==> src/rtl/seq_sort_calc.sv <==
// seq_sort_calc: captures a burst of DEPTH unsigned W-bit numbers plus a mode,
// then streams DEPTH signed W+2-bit results (ascending, descending, offset
// from first element, or delta from previous element).
// Optional build macro SEQ_SORT_CALC_ABS_EN: modes 10/11 output |difference|.
module seq_sort_calc #(
  parameter int W     = 4,
  parameter int DEPTH = 6
) (
  input  logic                clk,
  input  logic                rst,
  input  logic                in_valid,
  input  logic [W-1:0]        in_number,
  input  logic [1:0]          mode,
  output logic                out_valid,
  output logic signed [W+1:0] out_result
);

  localparam int IW = (DEPTH > 1) ? $clog2(DEPTH) : 1;

  localparam logic [1:0] S_IDLE = 2'd0;
  localparam logic [1:0] S_LOAD = 2'd1;
  localparam logic [1:0] S_OUT  = 2'd2;

  logic [1:0]          r_state;
  logic [IW-1:0]       r_cnt;
  logic [IW-1:0]       r_oidx;
  logic [1:0]          r_mode;
  logic                r_out_valid;
  logic signed [W+1:0] r_out_result;
  logic [W-1:0]        r_raw [DEPTH];
  logic [W-1:0]        r_srt [DEPTH];

  logic [W-1:0]        w_raw_nxt [DEPTH];
  logic [W-1:0]        w_srt_nxt [DEPTH];
  logic [DEPTH-1:0]    w_le;
  logic                w_wr;
  logic                w_last;
  logic [IW-1:0]       w_oi;
  logic [IW-1:0]       w_ri;
  logic [IW-1:0]       w_pi;
  logic signed [W+1:0] w_res;

  // Zero-extended difference a-b; the W+2 width cannot overflow.
  function automatic logic signed [W+1:0] f_sub(input logic [W-1:0] a,
                                                input logic [W-1:0] b);
    logic signed [W+1:0] d;
    d = $signed({2'b00, a}) - $signed({2'b00, b});
`ifdef SEQ_SORT_CALC_ABS_EN
    if (d < 0) d = -d;
`endif
    return d;
  endfunction

  assign w_wr   = in_valid && ((r_state == S_IDLE) || (r_state == S_LOAD));
  assign w_last = in_valid && (r_state == S_LOAD) && (r_cnt == IW'(DEPTH - 1));
  // Index of the result to register this cycle: 0 on the last beat, else next.
  assign w_oi   = ((r_state == S_OUT) && (r_oidx != IW'(DEPTH - 1))) ?
                  r_oidx + IW'(1) : '0;
  assign w_ri   = IW'(DEPTH - 1) - w_oi;
  assign w_pi   = (w_oi == '0) ? '0 : w_oi - IW'(1);

  // Next buffer contents: raw append plus one-step stable insertion into the
  // sorted buffer (new value lands after every stored element <= it).
  always_comb begin
    w_raw_nxt = r_raw;
    w_srt_nxt = r_srt;
    w_le      = '0;
    for (int j = 0; j < DEPTH; j++)
      w_le[j] = (IW'(j) < r_cnt) && (r_srt[j] <= in_number);
    if (w_wr) begin
      w_raw_nxt[r_cnt] = in_number;
      if (!w_le[0]) w_srt_nxt[0] = in_number;
      for (int j = 1; j < DEPTH; j++) begin
        if (!w_le[j]) w_srt_nxt[j] = w_le[j-1] ? in_number : r_srt[j-1];
      end
    end
  end

  // Result selection, computed from next buffers so the last beat is visible.
  always_comb begin
    w_res = '0;
    case (r_mode)
      2'b00:   w_res = $signed({2'b00, w_srt_nxt[w_oi]});
      2'b01:   w_res = $signed({2'b00, w_srt_nxt[w_ri]});
      2'b10:   w_res = f_sub(w_raw_nxt[w_oi], w_raw_nxt[0]);
      default: w_res = (w_oi == '0) ? $signed({2'b00, w_raw_nxt[0]}) :
                       f_sub(w_raw_nxt[w_oi], w_raw_nxt[w_pi]);
    endcase
  end

  // Buffer registers.
  always_ff @(posedge clk or posedge rst) begin
    if (rst) begin
      for (int j = 0; j < DEPTH; j++) begin
        r_raw[j] <= '0;
        r_srt[j] <= '0;
      end
    end else begin
      r_raw <= w_raw_nxt;
      r_srt <= w_srt_nxt;
    end
  end

  // Control FSM and registered output.
  always_ff @(posedge clk or posedge rst) begin
    if (rst) begin
      r_state      <= S_IDLE;
      r_cnt        <= '0;
      r_oidx       <= '0;
      r_mode       <= 2'b00;
      r_out_valid  <= 1'b0;
      r_out_result <= '0;
    end else begin
      case (r_state)
        S_IDLE: begin
          r_out_valid  <= 1'b0;
          r_out_result <= '0;
          if (in_valid) begin
            r_mode  <= mode;
            r_cnt   <= IW'(1);
            r_state <= S_LOAD;
          end
        end
        S_LOAD: begin
          if (!in_valid) begin
            r_cnt   <= '0;
            r_state <= S_IDLE;
          end else if (w_last) begin
            r_cnt        <= '0;
            r_oidx       <= '0;
            r_out_valid  <= 1'b1;
            r_out_result <= w_res;
            r_state      <= S_OUT;
          end else begin
            r_cnt <= r_cnt + IW'(1);
          end
        end
        S_OUT: begin
          if (r_oidx == IW'(DEPTH - 1)) begin
            r_out_valid  <= 1'b0;
            r_out_result <= '0;
            r_state      <= S_IDLE;
          end else begin
            r_oidx       <= r_oidx + IW'(1);
            r_out_result <= w_res;
          end
        end
        default: begin
          r_state      <= S_IDLE;
          r_cnt        <= '0;
          r_out_valid  <= 1'b0;
          r_out_result <= '0;
        end
      endcase
    end
  end

  assign out_valid  = r_out_valid;
  assign out_result = r_out_result;

endmodule
==> config.mk <==
export PLATFORM = sky130hd
export DESIGN_NAME = seq_sort_calc
export DESIGN_NICKNAME = d
export VERILOG_FILES = /design/src/rtl/seq_sort_calc.sv
export SDC_FILE = /design/constraint.sdc
export NUM_CORES = 1
export LEC_CHECK = 0
export BUFFER_PORTS_ARGS = -buffer_cell sky130_fd_sc_hd__clkbuf_2
export CELL_PAD_IN_SITES_DETAIL_PLACEMENT = 1
export CELL_PAD_IN_SITES_GLOBAL_PLACEMENT = 2
export CORE_MARGIN = 2
export CORE_UTILIZATION = 32
export DETAILED_ROUTE_END_ITERATION = 10
export GPL_ROUTABILITY_DRIVEN = 0
export HOLD_SLACK_MARGIN = 0.12
export MAX_ROUTING_LAYER = met4
export PLACE_DENSITY_LB_ADDON = 0.12
export SLEW_MARGIN = 20
export SYNTH_ARGS = -nofsm -noshare
export SYNTH_HDL_FRONTEND = slang
export SYNTH_SLANG_ARGS = --single-unit
==> constraint.sdc <==
create_clock -name clk -period 8.7 [get_ports clk]
set_input_delay 0.435 -clock clk [delete_from_list [all_inputs] [get_ports clk]]
set_output_delay 0.435 -clock clk [all_outputs]
set_load 0.1 [all_outputs]
==> results of run 1 <==
==> area by class of cell <==
type	instances	area (um2)	share of cell area, %
clock buffers	12	256.5	4.591
inverters	47	176.4	3.158
flip-flops and latches	64	1602	28.67
well taps	216	270.3	4.838
clock inverters	3	65.06	1.165
repair buffers	17	90.09	1.613
multi-input cells	418	3127	55.97
==> layout by cell type, fill, tap and decap left out, types with 3 or more instances in the layout <==
cell        n
a211oi_1    6
a21o_1      5
a21oi_1    36
a21oi_2     3
a221o_1     4
a221oi_1    8
a222oi_1    3
a31oi_1     4
and4_1      3
clkbuf_16   9
clkbuf_2   15
dfrtp_1    64
ha_1       40
inv_1      45
mux2_2     21
mux2i_1    31
nand2_1    48
nand3_1     3
nand4_1     7
nor2_1     44
nor2b_1     8
nor3_1      9
o211ai_1   12
o21ai_0    36
o21ai_1     4
o221ai_1    6
o22ai_1     3
xnor2_1     4
==> metal layers <==
metal / global-route usage [%] / up-vias / part of all wire (%)
met5: - / - / 0
met4: 7.653 / 0 / 2.5
met3: 4.018 / 31 / 3.2
met2: 35.39 / 73 / 46
met1: 29.32 / 2130 / 48
li1: - / 2039 / -
==> power groups by stage <==
stage	Combinational, mW	Clock [mW]	Sequential, mW
finish	1.09	0.406	0.548
detailed placement	1.09	0	0.553
global route	1.20	0.428	0.565
global placement	1.08	0	0.550
floorplan	0.804	0	0.523
CTS	1.09	0.412	0.548
==> cells by family (layout without fill, tap and decap cells) <==
group,Yosys count,after routing,synth area share [%]
AO/OA/AOI/OAI,165,165,23.24
AND/OR/NAND/NOR,153,153,15.72
multiplexers,53,53,11.02
XOR/XNOR,5,5,0.8608
buffers and inverters,72,79,7.058
flip-flops,64,64,31.48
adder cells (fa/ha/maj),42,42,10.62
==> synth_stat cells, drive strengths merged, types with 3 or more instances <==
cell type,number,area (um2)
a211o,3,27.53
a211oi,8,70.06
a21boi,3,22.52
a21o,5,37.54
a21oi,39,206.5
a221o,4,40.04
a221oi,9,85.08
a222oi,3,30.03
a31oi,5,37.53
and2,3,22.53
and3,3,20.02
and4,4,36.29
buf,6,41.28
clkbuf,19,141.4
dfrtp,64,1602
ha,40,500.5
inv,47,176.4
mux2,21,236.5
mux2i,32,324.1
nand2,49,186.4
nand3,3,15.01
nand4,7,43.79
nor2,46,177.7
nor2b,8,50.05
nor3,11,71.32
nor4,3,25.02
o211ai,12,90.09
o21a,4,45.04
o21ai,42,217.7
o221ai,7,78.83
o22ai,3,18.77
or3,3,28.78
xnor2,4,35.03
==> sequential cells by signal (all words and copies together) (netlist names) <==
signal	count
r_cnt	3
r_srt	24
r_oidx	3
out_valid	1
r_mode	2
r_raw	24
r_state	2
out_result	5
==> worst paths after layout <==
check	cells past startpoint	startpoint	slack [ps]	end
worst max register to register	20	r_oidx[0]$_DFFE_PP0P_	3680	out_result[2]$_DFFE_PP0P_
min in group clk	2	mode[0]	310	r_mode[0]$_DFFE_PP0P_
worst min register to register	2	out_valid$_DFFE_PP0P_	500	out_valid$_DFFE_PP0P_
max in group asynchronous	3	rst	7800	r_raw[7]$_DFF_PP0_
worst max-delay path	20	r_oidx[0]$_DFFE_PP0P_	3680	out_result[2]$_DFFE_PP0P_
worst min-delay path	3	rst	300	r_state[0]$_DFFE_PP0P_
==> stage by stage <==
step / util (%) / hold WS, ps / std cells / setup slack [ps] / power (mW)
finish: 35.56 / 295.0 / 777 / 3677 / 2.043
global route: 35.56 / 322.0 / 777 / 3191 / 2.198
CTS: 35.56 / 303.7 / 777 / 3703 / 2.055
detailed placement: 33.51 / 495.5 / 762 / 3737 / 1.643
global placement: 33.51 / 485.8 / 762 / 3763 / 1.625
floorplan: - / 460.5 / 554 / 4587 / 1.326
==> worst max-delay path: cells and delay by family (launching register included) <==
family | cells | cell delay (ps)
compound gates | 7 | 1400
fa+ha+maj | 4 | 1330
simple gates | 6 | 920
flops | 1 | 600
buf+inv | 2 | 480
xor+xnor | 1 | 160
==> out/results.ini, run 1 <==
[cts]
h-tree-depth=3
clock_path_buffers=2
tritoncts=done
clk_latency_ps=350
clk_root_buffer_cell=clkbuf_16
post-cts-setup-buffers=0
cts_hold_repair.buffers=0
path_clk_slew_ps=60
clock-sinks=64
cts.repair.resized=0
cts_buffers=9

[global_routing]
antenna_found_initial=0
grt_pass1_vias=4537
grt_use_total_pct=22.49
grt_overflow=0
grt_pass1_wl_um=27050
grt_max_degree=65

[floorplan]
rows=46
fp.dieW_um=130.1
initial_core_util_pct=32.38
io_pins=16
dieArea_um2=16920
coreArea_um2=15710
die_h_um=130.1

[sta]
worstMarginPinSlew_ps=936.9
finalSetupTns_ps=0
setup_viol=0
fin_crit_ps=5023
post-route-period-util_pct=57.73
fmax_mhz=199.1
hold_viol=0
maxSlewHeadroom_pct=36.88
fin_skew_ps=9.446
slew_viol_final=0
rsz0062_at_grt=no

[pwr]
power_frac_seq_pct=26.9
leakage_nw=2.506
swShare_pct=45.93
ir_drop_mv=0.1650
power_switching_mw=0.9382
comb_power_share_pct=53.3
power.density_nw_per_um2=365.6
intPower_mw=1.104
share_clk_of_total_power_pct=19.9

[routing]
viasPerCell=5.499
post_drt_wl_per_cell_um=22.23
postRouteAntennaNets=0
remaining_drc_errors=0
drt_iter0_drc=257
drt_wl_total_um=17270
num_vias=4273
firstDrtPassIters=4

[setup_path]
endpoint_kind=flop
crit_chain=ha_1, nand2_1, nand2_1, a21oi_1, inv_1, ha_1, inv_1, o21ai_1, nor2_1, a211oi_1, nor3_1, a21oi_1, ha_1, fa_1, xnor2_1, a21oi_1, o211ai_1, nand2_1, nand3_1, a211o_1
cp.required_ps=8920
slowest_delay_ps=600
worstPathArrival_ps=5250
start_kind=flop
crit_slowest_cell=dfrtp_1
worst-path-max-fanout=18
crit_type=reg2reg

[synthesis]
synth_nets=605
synth-edff-count=0
synthArstFlopShare_pct=100.0
synth_area_per_cell_um2=9.183
synthCells=554
synth_cell_types=84
yosys_warnings=0
ys_seq_elements=64
synth-seq-area-share_pct=31.48
synth_flop_cell=dfrtp_1
synth_area_um2=5087

[placement]
placed_area_um2=5265
io_buffers=15
place.detailed.hpwl_um=13220

[status]
outcome=completed

[finish]
drive_gt1_share_pct=15.33
stdcell_area_um2=5587
finalNetCount=608
diodes=0
area_growth_pct=9.813
fill_cells=1843

[job]
cap_violations=0

[hold_path]
hold_class=in2async

Note: power is estimated with default switching activity, not from simulation.
==> inputs of run 2 (changes only) <==
==> constraint.sdc (replaced) <==
create_clock -name clk -period 4.75 [get_ports clk]
set_input_delay 0.2375 -clock clk [delete_from_list [all_inputs] [get_ports clk]]
set_output_delay 0.2375 -clock clk [all_outputs]
set_load 0.1 [all_outputs]
==> out/results.ini, run 2 (synthesis gave the netlist of run 1 again) <==
[hold_path]
min_path_cells=3
hold_path_end=r_cnt[1]$_DFFE_PP0P_
min_from=in_valid
hold_class=in2reg

[sta]
worstMarginPinSlew_ps=862.5  ; -74.44 ps
finalSetupTns_ps=0  ; unchanged
hold_ws_ps=319.3  ; +24.25 ps
maxSlewHeadroom_pct=41.97  ; +5.1 points
fmax_mhz=229.4  ; +15%
slew_viol_final=0  ; unchanged
post-route-period-util_pct=91.78  ; +34 points
fin_skew_ps=6.635  ; -2.812 ps
setup_viol=0  ; unchanged
hold_viol=0  ; unchanged
rsz0062_at_grt=no
fin_crit_ps=4360  ; -663.2 ps

[routing]
remaining_drc_errors=0  ; unchanged
viasPerCell=5.574  ; +1.4%
drt_wl_total_um=17680  ; +2.4%
drt_iter0_drc=270  ; +5.1%
postRouteAntennaNets=0  ; unchanged
firstDrtPassIters=7  ; +3
post_drt_wl_per_cell_um=22.32  ; +0.44%
num_vias=4415  ; +3.3%

[setup_path]
crit_slowest_cell=nor4b_4
cp_top_family=compound AO/OA/AOI/OAI gates
r2r-start=r_state[1]$_DFFE_PP0P_
slowest_delay_ps=460  ; -140 ps
r2r-end=out_result[3]$_DFFE_PP0P_
crit_chain=inv_1, ha_1, o21ai_2, nor4b_4, mux2_2, nand2_1, o21ai_0, a222oi_1, o21a_1, inv_1, ha_1, a21o_1, a21oi_1, xnor2_1, mux2i_1, a211oi_2, nand3_1, nand3_1
worstPathArrival_ps=4640  ; -610 ps
endpoint_kind=flop
start_kind=flop
cp_num_buf_inv=2  ; unchanged
worst-path-max-fanout=7  ; -11
cp.required_ps=5030  ; -3890 ps
reg2reg_depth=18  ; -10%
r2r_slack_ps=390  ; -3290 ps
crit_type=reg2reg

[floorplan]
io_pins=16  ; unchanged
rows=46  ; unchanged
die_h_um=130.1  ; unchanged
initial_core_util_pct=32.38  ; unchanged
coreArea_um2=15710  ; unchanged
fp.dieW_um=130.1  ; unchanged
dieArea_um2=16920  ; unchanged

[global_routing]
grt_max_degree=37  ; -43%
grt_pass1_vias=4594  ; +1.3%
antenna_found_initial=0  ; unchanged
grt_overflow=0  ; unchanged
grt_use_total_pct=22.92  ; +0.42 points
grt_pass1_wl_um=27810  ; +2.8%

[finish]
area_growth_pct=11.51
final_cell_mix=dfrtp_1, nand2_1, inv_1, nor2_1, ha_1
diodes=0  ; unchanged
drive_gt1_share_pct=17.19  ; +1.9 points
final_common_cell=dfrtp_1
finalNetCount=623  ; +2.5%

[pwr]
power.density_nw_per_um2=647.3  ; +77%
ir_drop_mv=0.2632  ; +60%
comb_power_share_pct=55.9  ; +2.6 points
share_clk_of_total_power_pct=17.2  ; -2.7 points
intPower_mw=1.944  ; +76%
power_switching_mw=1.728  ; +84%
leakage_nw=2.554  ; +1.9%
swShare_pct=47.06  ; +1.1 points
power_frac_seq_pct=26.9  ; about the same

[status]
outcome=completed

[cts]
cts_buffers=9  ; unchanged
clock_path_buffers=2  ; unchanged
tritoncts=done
path_clk_slew_ps=50  ; about the same
clk_latency_ps=350  ; about the same
post-cts-setup-buffers=0  ; unchanged
clock-sinks=64  ; unchanged
h-tree-depth=3  ; unchanged
clk_root_buffer_cell=clkbuf_16

[job]
cap_violations=0  ; unchanged

[placement]
io_buffers=15  ; unchanged
place.detailed.hpwl_um=13610  ; +3.0%

[run 2: cell types whose count changed in the layout (fill, tap and decap cells not counted)]
cell / before / now
buf_4: 2 / 14
clkinv_2: 1 / 2
o21ai_1: 4 / 3
clkinvlp_4: 0 / 1
o21ai_0: 36 / 37
a211oi_2: 2 / 3
nor4b_4: 0 / 1
a211oi_1: 6 / 5
bufinv_16: 2 / 0
dlygate4sd3_1: 0 / 3
nor4b_2: 1 / 0
[run 2: per-stage QoR]
step	total power, mW	cells	utilization (%)	cell area (um2)	worst slack, ps
2_1_floorplan	2.429	554	-	5087	636.5
3_3_place_gp	2.998	774	34.08	5355	185.8
3_5_place_dp	3.043	774	34.08	5355	102.0
4_1_cts	3.696	792	36.02	5659	62.43
5_1_grt	3.965	792	36.10	5673	114.2
6_report	3.672	792	36.10	5673	390.2
[run 2: final cells by class]
class                      count  area, um2
sequential                    64       1602
clock inverter                 3      17.52
clock buffer                  12      256.5
multi-input combinational    418       3141
fill                        1836      10040
inverter                      47      176.4
timing repair buffer          32      210.2
tap                          216      270.3
[run 2: timing repair]
| item | CTS | global route |
|---|---|---|
| resized for setup | 0 | 2 |
| hold endpoints to repair | 30 | 0 |
| endpoints found under the setup margin | 0 | 1 |
| hold buffers | 3 | 0 |
[run 2: how the worst max path moves through the flow]
stage | startpoint | end | depth (start not counted)
6_report | r_state[1]$_DFFE_PP0P_ | out_result[3]$_DFFE_PP0P_ | 18
5_1_grt | r_state[0]$_DFFE_PP0P_ | out_result[3]$_DFFE_PP0P_ | 18
4_1_cts | r_state[1]$_DFFE_PP0P_ | out_result[3]$_DFFE_PP0P_ | 18
3_5_place_dp | r_state[1]$_DFFE_PP0P_ | out_result[3]$_DFFE_PP0P_ | 18
3_3_place_gp | r_state[1]$_DFFE_PP0P_ | out_result[3]$_DFFE_PP0P_ | 18
2_1_floorplan | r_oidx[0]$_DFFE_PP0P_ | out_result[1]$_DFFE_PP0P_ | 20
[run 2: routing by layer]
layer	vias up	track usage, %	routed length, um
met2	92	35.63	8244
met1	2220	30.44	8480
met4	0	8.918	440
met3	27	2.952	516
li1	2076	-	-
met5	-	-	0
[run 2: worst register-to-register path, delay by kind of cell, from the launching register on]
family,cells,cell delay (ps)
buffers and inverters,2,220
adder cells (fa/ha/maj),2,630
AO/OA/AOI/OAI,7,1550
multiplexers,2,550
flip-flops,1,410
XOR/XNOR,1,160
AND/OR/NAND/NOR,4,770
[run 2: power groups by stage]
stage | clock (mW) | sequential (mW) | combinational, mW
global route | 0.667 | 1.02 | 2.28
finish | 0.632 | 0.988 | 2.05
floorplan | 0 | 0.957 | 1.47
global placement | 0 | 0.990 | 2.01
CTS | 0.644 | 0.989 | 2.06
detailed placement | 0 | 0.997 | 2.05
==> inputs of run 3 (changes only) <==
--- a/config.mk
+++ b/config.mk
@@ -12,6 +12,7 @@
 export CORE_UTILIZATION = 32
 export DETAILED_ROUTE_END_ITERATION = 10
 export GPL_ROUTABILITY_DRIVEN = 0
+export GPL_TIMING_DRIVEN = 0
 export HOLD_SLACK_MARGIN = 0.12
 export MAX_ROUTING_LAYER = met4
 export PLACE_DENSITY_LB_ADDON = 0.12
==> out/results.ini, run 3 (synthesis gave the netlist of run 1 again) <==
[pwr]
power_switching_mw=1.719  ; -0.50%
power.density_nw_per_um2=648.3  ; +0.15%
intPower_mw=2.066  ; +6.3%
comb_power_share_pct=55.9  ; about the same
share_clk_of_total_power_pct=19.5  ; +2.3 points
leakage_nw=2.614  ; +2.3%
ir_drop_mv=0.2771  ; +5.3%
swShare_pct=45.42  ; -1.6 points
power_frac_seq_pct=24.6  ; -2.3 points

[setup_path]
endpoint_kind=flop
r2r-start=r_state[1]$_DFFE_PP0P_
crit_slowest_cell=nor4b_4
r2r_slack_ps=280  ; -110 ps
worst-path-max-fanout=10  ; +3
start_kind=flop
r2r-end=out_result[3]$_DFFE_PP0P_
reg2reg_depth=19  ; +1
slowest_delay_ps=440  ; -20 ps
crit_chain=inv_1, ha_1, buf_2, o21ai_2, nor4b_4, mux2_2, nand2_1, o21ai_0, a222oi_1, o21a_1, inv_1, ha_1, a21o_1, a21oi_1, xnor2_1, mux2i_1, a211oi_2, a22oi_1, nand3_1
cp.required_ps=5030  ; about the same
crit_type=reg2reg
worstPathArrival_ps=4750  ; +110 ps

[cts]
cts_buffers=9  ; unchanged
clk_root_buffer_cell=clkbuf_16
tritoncts=done
clock-sinks=64  ; unchanged
clock_path_buffers=2  ; unchanged
h-tree-depth=3  ; unchanged
clk_latency_ps=340  ; about the same
path_clk_slew_ps=60  ; about the same

[hold_path]
min_path_cells=2  ; -1
hold_path_end=r_mode[1]$_DFFE_PP0P_
hold_class=in2reg
min_from=mode[1]

[routing]
post_drt_wl_per_cell_um=21.82  ; -2.3%
num_vias=4376  ; -0.88%
drt_iter0_drc=261  ; -3.3%
viasPerCell=5.456  ; -2.1%
remaining_drc_errors=0  ; unchanged
drt_wl_total_um=17500  ; -1.0%
postRouteAntennaNets=0  ; unchanged
firstDrtPassIters=4  ; -3

[global_routing]
grt_pass1_vias=4556  ; -0.83%
grt_pass1_wl_um=27430  ; -1.4%
antenna_found_initial=0  ; unchanged
grt_max_degree=35  ; -5.4%
grt_overflow=0  ; unchanged
grt_use_total_pct=22.66  ; -0.25 points

[sta]
finalSetupTns_ps=0  ; unchanged
fmax_mhz=223.5  ; -2.6%
worstMarginPinSlew_ps=994.6  ; +132.1 ps
post-route-period-util_pct=94.19  ; +2.4 points
fin_skew_ps=7.932  ; +1.297 ps
fin_crit_ps=4474  ; +114.2 ps
rsz0062_at_grt=yes
hold_viol=0  ; unchanged
slew_viol_final=0  ; unchanged
maxSlewHeadroom_pct=33.00  ; -9.0 points
setup_viol=0  ; unchanged

[floorplan]
initial_core_util_pct=32.38  ; unchanged
fp.dieW_um=130.1  ; unchanged
dieArea_um2=16920  ; unchanged
io_pins=16  ; unchanged
rows=46  ; unchanged
die_h_um=130.1  ; unchanged
coreArea_um2=15710  ; unchanged

[status]
outcome=completed

[finish]
drive_gt1_share_pct=18.77  ; +1.6 points
diodes=0  ; unchanged
stdcell_area_um2=5839  ; +2.9%
final_cell_mix=dfrtp_1, nand2_1, nor2_1, inv_1, ha_1
finalNetCount=633  ; +1.6%
final_common_cell=dfrtp_1
area_growth_pct=14.78
fill_cells=1813  ; -1.3%

[job]
cap_violations=0  ; unchanged

[placement]
place.detailed.hpwl_um=13760  ; +1.1%
placed_area_um2=5450  ; +1.8%
io_buffers=14  ; -1

run 3: changes by cell type in the layout (fill, tap and decap cells not counted), sizes merged:
cell / change
bufinv: +2
dlygate4sd3: -2
clkinvlp: -1
buf: -5
clkinv: -1
clkbuf: +17
run 3: worst max path at each step:
stage,start,cells after the start,endpoint,slack [ps]
after floorplan,r_oidx[0]$_DFFE_PP0P_,20,out_result[1]$_DFFE_PP0P_,640
after global placement,r_oidx[0]$_DFFE_PP0P_,21,out_result[1]$_DFFE_PP0P_,-400
after detailed placement,r_oidx[0]$_DFFE_PP0P_,21,out_result[3]$_DFFE_PP0P_,-420
after CTS,r_oidx[0]$_DFFE_PP0P_,19,out_result[1]$_DFFE_PP0P_,90
after global routing,r_state[1]$_DFFE_PP0P_,19,out_result[3]$_DFFE_PP0P_,-7
final,r_state[1]$_DFFE_PP0P_,19,out_result[3]$_DFFE_PP0P_,280
run 3: per-stage QoR:
step | total power [mW] | hold WS [ps] | setup slack, ps | utilization (%) | cells
finish | 3.786 | 133.7 | 276.0 | 37.16 | 802
global route | 4.079 | 125.6 | -6.536 | 37.16 | 802
CTS | 3.816 | 122.0 | 86.39 | 36.95 | 800
detailed placement | 3.047 | 268.7 | -423.6 | 34.69 | 785
global placement | 2.970 | 472.5 | -400.6 | 34.54 | 784
floorplan | 2.429 | 388.0 | 636.5 | - | 554
run 3: routing by layer:
layer  global-route usage [%]  wire length [um]
met3                    3.034               444
met2                    36.22              8327
met4                    6.325               328
met1                    30.25              8397
met5                        -                 0
run 3: power by group through the flow:
stage / clock [mW] / combinational [mW] / sequential (mW)
global placement: 0 / 2.04 / 0.925
floorplan: 0 / 1.47 / 0.957
CTS: 0.756 / 2.13 / 0.929
finish: 0.738 / 2.12 / 0.930
global route: 0.772 / 2.35 / 0.957
detailed placement: 0 / 2.11 / 0.938
run 3: what timing repair did:
action / CTS / global route
pin swaps: 0 / 1
setup endpoints to repair: 3 / 3
resized for setup: 7 / 6
hold buffers: 1 / 0
endpoints found under the hold margin: 30 / 0
buffers inserted: 0 / 2
run 3: cell type report:
class | instances | area, um2 | area share (%)
Multi-Input combinational cell | 418 | 3169 | 54.27
Sequential cell | 64 | 1603 | 27.45
Tap cell | 216 | 270.3 | 4.628
Clock buffer | 12 | 256.5 | 4.393
Buffer | 24 | 181.4 | 3.107
Inverter | 47 | 178.9 | 3.064
Timing Repair Buffer | 18 | 115.1 | 1.971
Clock inverter | 3 | 65.06 | 1.114
run 3: critical path: cells and delay by family (launching register included):
| family | cells | cell delay (ps) |
|---|---|---|
| fa+ha+maj | 2 | 500 |
| mux | 2 | 530 |
| xor+xnor | 1 | 160 |
| flops | 1 | 410 |
| buf+inv | 3 | 420 |
| compound gates | 8 | 1730 |
| simple gates | 3 | 620 |
